===== src/rtl/aes_job_arbiter.sv =====
// Two-requester round-robin arbiter in front of a shared AES core.
// Latches the winner's plaintext/key, starts the core, and returns the ciphertext or a timeout error.
module aes_job_arbiter #(
  parameter int unsigned TIMEOUT_CYC = 200
) (
  input  logic         int_osc,
  input  logic         reset,
  input  logic         req0,
  input  logic [127:0] pt0,
  input  logic [127:0] key0,
  input  logic         req1,
  input  logic [127:0] pt1,
  input  logic [127:0] key1,
  output logic         ack0,
  output logic         ack1,
  output logic         core_start,
  output logic [127:0] core_pt,
  output logic [127:0] core_key,
  input  logic         core_done,
  input  logic [127:0] core_ct,
  output logic         rsp_valid0,
  output logic         rsp_valid1,
  output logic [127:0] rsp_data,
  output logic         rsp_err,
  output logic         busy
);

  localparam int unsigned CNT_W = 16;
  localparam logic [CNT_W-1:0] CNT_LAST = CNT_W'(TIMEOUT_CYC - 1);

  typedef enum logic [2:0] {
    IDLE  = 3'd0,
    GRANT = 3'd1,
    START = 3'd2,
    WAIT  = 3'd3,
    RESP  = 3'd4
  } state_t;

  state_t           state;
  logic             owner;
  logic             last_owner;
  logic [CNT_W-1:0] wait_cnt;
  logic             win_c;

  // Round-robin pick: a lone requester wins, a tie goes to whoever did not win last.
  always_comb begin
    win_c = 1'b0;
    if (req0 && req1) begin
      win_c = ~last_owner;
    end else begin
      win_c = req1;
    end
  end

  // Job sequencer; pulse outputs default low and are raised for exactly one state.
  always_ff @(posedge int_osc or posedge reset) begin
    if (reset) begin
      state      <= IDLE;
      owner      <= 1'b0;
      last_owner <= 1'b1;
      wait_cnt   <= '0;
      ack0       <= 1'b0;
      ack1       <= 1'b0;
      core_start <= 1'b0;
      core_pt    <= '0;
      core_key   <= '0;
      rsp_valid0 <= 1'b0;
      rsp_valid1 <= 1'b0;
      rsp_data   <= '0;
      rsp_err    <= 1'b0;
      busy       <= 1'b0;
    end else begin
      ack0       <= 1'b0;
      ack1       <= 1'b0;
      core_start <= 1'b0;
      rsp_valid0 <= 1'b0;
      rsp_valid1 <= 1'b0;
      case (state)
        IDLE: begin
          if (req0 || req1) begin
            owner      <= win_c;
            last_owner <= win_c;
            core_pt    <= win_c ? pt1 : pt0;
            core_key   <= win_c ? key1 : key0;
            ack0       <= ~win_c;
            ack1       <= win_c;
            busy       <= 1'b1;
            state      <= GRANT;
          end
        end
        GRANT: begin
          core_start <= 1'b1;
          state      <= START;
        end
        START: begin
          wait_cnt <= '0;
          state    <= WAIT;
        end
        WAIT: begin
          // A completion in the final timeout cycle still counts as success.
          if (core_done) begin
            rsp_data   <= core_ct;
            rsp_err    <= 1'b0;
            rsp_valid0 <= ~owner;
            rsp_valid1 <= owner;
            state      <= RESP;
          end else if (wait_cnt == CNT_LAST) begin
            rsp_data   <= '0;
            rsp_err    <= 1'b1;
            rsp_valid0 <= ~owner;
            rsp_valid1 <= owner;
            state      <= RESP;
          end else begin
            wait_cnt <= wait_cnt + CNT_W'(1);
          end
        end
        RESP: begin
          busy  <= 1'b0;
          state <= IDLE;
        end
        default: begin
          busy  <= 1'b0;
          state <= IDLE;
        end
      endcase
    end
  end

endmodule


===== config.mk =====
export PLATFORM = sky130hd
export DESIGN_NAME = aes_job_arbiter
export DESIGN_NICKNAME = d
export VERILOG_FILES = /design/src/rtl/aes_job_arbiter.sv
export SDC_FILE = /design/constraint.sdc
export NUM_CORES = 1
export LEC_CHECK = 0
export BUFFER_PORTS_ARGS = -buffer_cell sky130_fd_sc_hd__buf_4
export CAP_MARGIN = 20
export CORE_AREA = 2 2 404 406
export CTS_CLUSTER_DIAMETER = 100
export DETAILED_ROUTE_END_ITERATION = 10
export DIE_AREA = 0 0 406 408
export GPL_TIMING_DRIVEN = 0
export HOLD_SLACK_MARGIN = 0.06
export SYNTH_ARGS = -nofsm -noshare
export SYNTH_HDL_FRONTEND = slang
export SYNTH_SLANG_ARGS = --single-unit

===== constraint.sdc =====
create_clock -name int_osc -period 18.6 [get_ports int_osc]
set_clock_uncertainty 0.1 [all_clocks]
set_input_delay 3.72 -clock int_osc [delete_from_list [all_inputs] [get_ports int_osc]]
set_output_delay 3.72 -clock int_osc [all_outputs]
set_load 0.1 [all_outputs]

# Word-level counts from Yosys, hierarchy flattened
# Index checks and enable logic that the tools add are counted.
word_totals:
  inputBits: 645
  elab_cells: 65
  reg_bits: 412
  output_inout_bits: 391
op_classes:
  n_addsub: 1
  n_reduce_logical: 11
  mux: 27
  n_bitwise: 4
  eq_ne: 8
op_table:
  columns: ["op", "count"]
  rows:
  - ["$mux 128", 4]
  - ["$mux 16", 2]
  - ["$pmux 16 s2", 1]
  - ["$add 16x1->16 const B", 1]
  - ["$eq 16x8->1 const B", 1]
  - ["$mux 1", 15]
  - ["$pmux 3 s4", 1]
  - ["$mux 3", 3]
  - ["$reduce_and 2->1", 4]
  - ["$eq 3x2->1 const B", 2]
  - ["$ne 2x2->1 const B", 3]
  - ["$not 1->1", 4]
  - ["$reduce_bool 2->1", 2]
  - ["$eq 3x1->1 const B", 1]
  - ["$logic_not 3->1", 1]
  - ["$ne 3x3->1 const B", 1]
  - ["$reduce_and 3->1", 1]
  - ["$reduce_or 3->1", 1]
  - ["$pmux 1 s2", 1]
  - ["$logic_and 1x1->1", 1]
  - ["$logic_or 1x1->1", 1]

# Longest topological paths before layout
depth:
  word_depth: 5
  ltp_mapped: 8
  ltp_nobuf: 6

# Worst setup path after synthesis
# OpenSTA, ideal clock, no wires.
synth_path:
  kind: "input to register"
  start: "in req0"
  end: "reg core_pt[69]"
  path_slack_ps: 13312
  path_stages: 6
  setup_ps: 70
  t_arrival_ps: 5118
  required_time_ps: 18430
  cell_sequence: "nand2_1 > nand2_1 > nor4_1 > clkbuf_1 > a222oi_1 > inv_1"
synth_via:
  elab_chain_len: 3
synth_rtl:
  columns: ["element", "line_no", "rtl"]
  rows:
  - ["start, declared", "8", "input logic req0,"]
  - ["$logic_and 1x1->1", "48", "if (req0 && req1) begin"]
  - ["$mux 1", "48", null]
  - ["$mux 128", "83", "core_pt <= win_c ? pt1 : pt0;"]
  - ["end signal, assigned", "83", null]
  - ["end, declared", "17", "output logic [127:0] core_pt,"]
# Several ways; a longest one is shown, not always the timed one.
# A chain may end at the register's enable or synchronous reset.

# Final worst setup path
layout_path:
  start: "in req0"
  end: "reg core_pt[96]"
# The elaborated chain is that of the path after synthesis.

==> results.toml <==
[run_status]
status = "finished clean"

[route]
vias = 19600
drtIter0Drc = 1743
drt_pre_antenna_iters = 9
drc_errors = 0
antenna_left = 0
wl_um = 141000
via_per_inst = 3.84
post_drt_wl_per_cell_um = 27.8

[floorplanning]
fp.dieW_um = 406
die_area_um2 = 166000
die_y_um = 408
io_pins = 1036
initial_core_util = 0.105
rows = 148
core_area_um2 = 162000

[synthesis]
syn_area_per_cell_um2 = 9.80
synth_seq_cells = 412
yosysSeqAreaShare = 0.605
syn-cell-area_um2 = 17100
async_flop_share = 1.00
yosysWarnings = 0
synthesis.nets = 2386
synth_edf_count = 0
ys.flop_type = "dfrtp_1"
synthCells = 1740
synthDistinctLibCells = 38

[cts]
clock_latency_ns = 0.66
cts-root-buf = "clkbuf_16"
cts.sinks = 412
postCtsSetupBuffers = 0
cts_max_path_buffers = 3
clk_pin_slew_worst_paths_ns = 0.06
cts_resized = 0
htree_levels = 2
cts_made_buffers = 54
cts_hold_buf = 0
cts_tree = "done"

[timing]
finalHoldViolations = 0
fin_tns_setup_ns = 0
rsz0062_at_grt = "false"
finalCritPeriodShare = 0.340
setup_viol = 0
tightest_slew_ns = 1.12
slew_violations = 0
setup_ws_ns = 12.27
slew_headroom = 0.251
min_period_ns = 6.33
fmax_ghz = 0.158

[cells_and_area]
area_growth_pct = 74.7
fillCellCount = 18100
final_cell_area_um2 = 29800
drive_gt1_frac = 0.409
final_net_count = 3493
multi_input_area_um2 = 5940
seqCellArea_um2 = 10300

[placement]
postPlaceCellArea_um2 = 27900
dp_slack_ns = 11.60
io_buffers = 1035
place_congestion = 1.05
hpwl_um = 121000

[critical_path]
path_max_fanout = 10
slowest_delay_ns = 1.02
cp-start-kind = "primary input"
cp_cell_sequence = "buf_4 -> nand2_1 -> nand2_1 -> nor4_2 -> clkbuf_1 -> a222oi_1 -> inv_1"
end_kind = "flop"
crit_arrival_ns = 6.78
required_ns = 19.05
crit_top_cell = "nand2_1"
criticalPathCategory = "in2reg"
critPathSlowestCell = "nor4_2"

[grt]
antenna_found_initial = 52
grt_usage = 0.163
grt_pass1_vias = 19500
overflow = 0
grt_max_degree = 118
grt_pass1_wl_um = 182000

[job]
drv_cap = 0

[worst_hold_path]
min_path_type = "reg2reg"
-- sequential cells by signal, indices dropped and copies added (netlist names) --
signal / count
busy: 1
wait_cnt: 16
rsp_valid0: 1
rsp_data: 128
last_owner: 1
rsp_valid1: 1
rsp_err: 1
state: 3
core_pt: 128
owner: 1
core_start: 1
ack0: 1
ack1: 1
core_key: 128
-- cell families after synthesis --
kind of cell / after synthesis / share of synthesized area
and+or+nand+nor: 715 / 0.163
AOI/OAI and AO/OA: 423 / 0.184
DFF: 412 / 0.605
buffers and inverters: 189 / 0.0478
adders and majority gates: 1 / 0.000734
-- placed cells by master, fill, tap and decap left out, types with 6 or more instances in the layout --
master      count
buf_4        1037
nand2_1       443
dfrtp_1       411
nor2_1        233
a31oi_1       215
a22o_1        129
clkbuf_1      119
clkbuf_16      54
inv_1          45
a222oi_1       42
diode_2        25
o21ai_0        14
buf_6          14
clkbuf_8       13
buf_2          10
nand3_1        10
a21o_1         10
nor3_1          7
clkinv_2        7
buf_8           7
a21oi_1         6
clkinvlp_4      6
-- metal layers --
metal | global-route usage | wire (um)
met5 | 0 | 172
met4 | 0.0669 | 6310
met3 | 0.0819 | 17300
met2 | 0.270 | 66900
met1 | 0.177 | 50800
-- layout make-up --
type                    instances  share of cell area
diodes                         25             0.00210
plain buffers                 143              0.0218
clock buffers                  72              0.0520
clock inverters                26              0.0107
inverters                      46             0.00605
multi-input cells            1139               0.199
flip-flops and latches        412               0.346
well taps                    2175              0.0913
repair buffers               1051               0.271
-- through the flow --
| stage | hold slack, ns | cells | util |
|---|---|---|---|
| 6_report | 0.384 | 5089 | 0.184 |
| 5_1_grt | 0.397 | 5070 | 0.184 |
| 4_1_cts | 0.381 | 5064 | 0.184 |
| 3_5_place_dp | 0.371 | 4966 | 0.172 |
| 3_3_place_gp | 0.372 | 4950 | 0.170 |
| 2_1_floorplan | 0.316 | 1740 | - |
-- final timing paths --
kind                                          start                       end  slack, ns  depth (start not counted)
max in group asynchronous                     reset   core_key[5]$_DFFE_PP0P_      13.99                          4
hold reg to reg            wait_cnt[15]$_DFFE_PP0P_  wait_cnt[15]$_DFFE_PP0P_       0.38                          1
hold / removal             wait_cnt[15]$_DFFE_PP0P_  wait_cnt[15]$_DFFE_PP0P_       0.38                          1
min in group asynchronous                     reset   core_pt[73]$_DFFE_PP0P_       3.00                          2
setup / recovery                               req0   core_pt[96]$_DFFE_PP0P_      12.27                          7
setup reg to reg             last_owner$_DFFE_PP1P_   core_key[5]$_DFFE_PP0P_      15.06                          6
-- critical path, delay by kind of cell --
kind | cells | cell delay, ns
AO/OA/AOI/OAI | 1 | 0.27
buffers and inverters | 3 | 1.08
AND/OR/NAND/NOR | 3 | 1.69
-- synthesized netlist by cell type, types with 2 or more instances --
cell type,number,area share
a22o_1,129,0.066
a31oi_1,215,0.079
a21o_1,10,0.0044
a222oi_1,42,0.025
nand3_1,10,0.0029
buf_6,12,0.0079
nor3_1,7,0.0021
nand4_1,4,0.0015
or3_1,2,0.00073
o21ai_0,14,0.0041
o31ai_1,2,0.00088
nand2_1,443,0.097
nor2_1,233,0.051
nor4_1,5,0.0018
inv_1,46,0.010
clkbuf_1,119,0.026
a21oi_1,6,0.0018
dfrtp_1,411,0.60
buf_2,10,0.0029
or4_1,2,0.00088
Power is left out: the tool's default activity adds up to more than one toggle a clock period on the data nets, which glitch-free logic cannot reach.
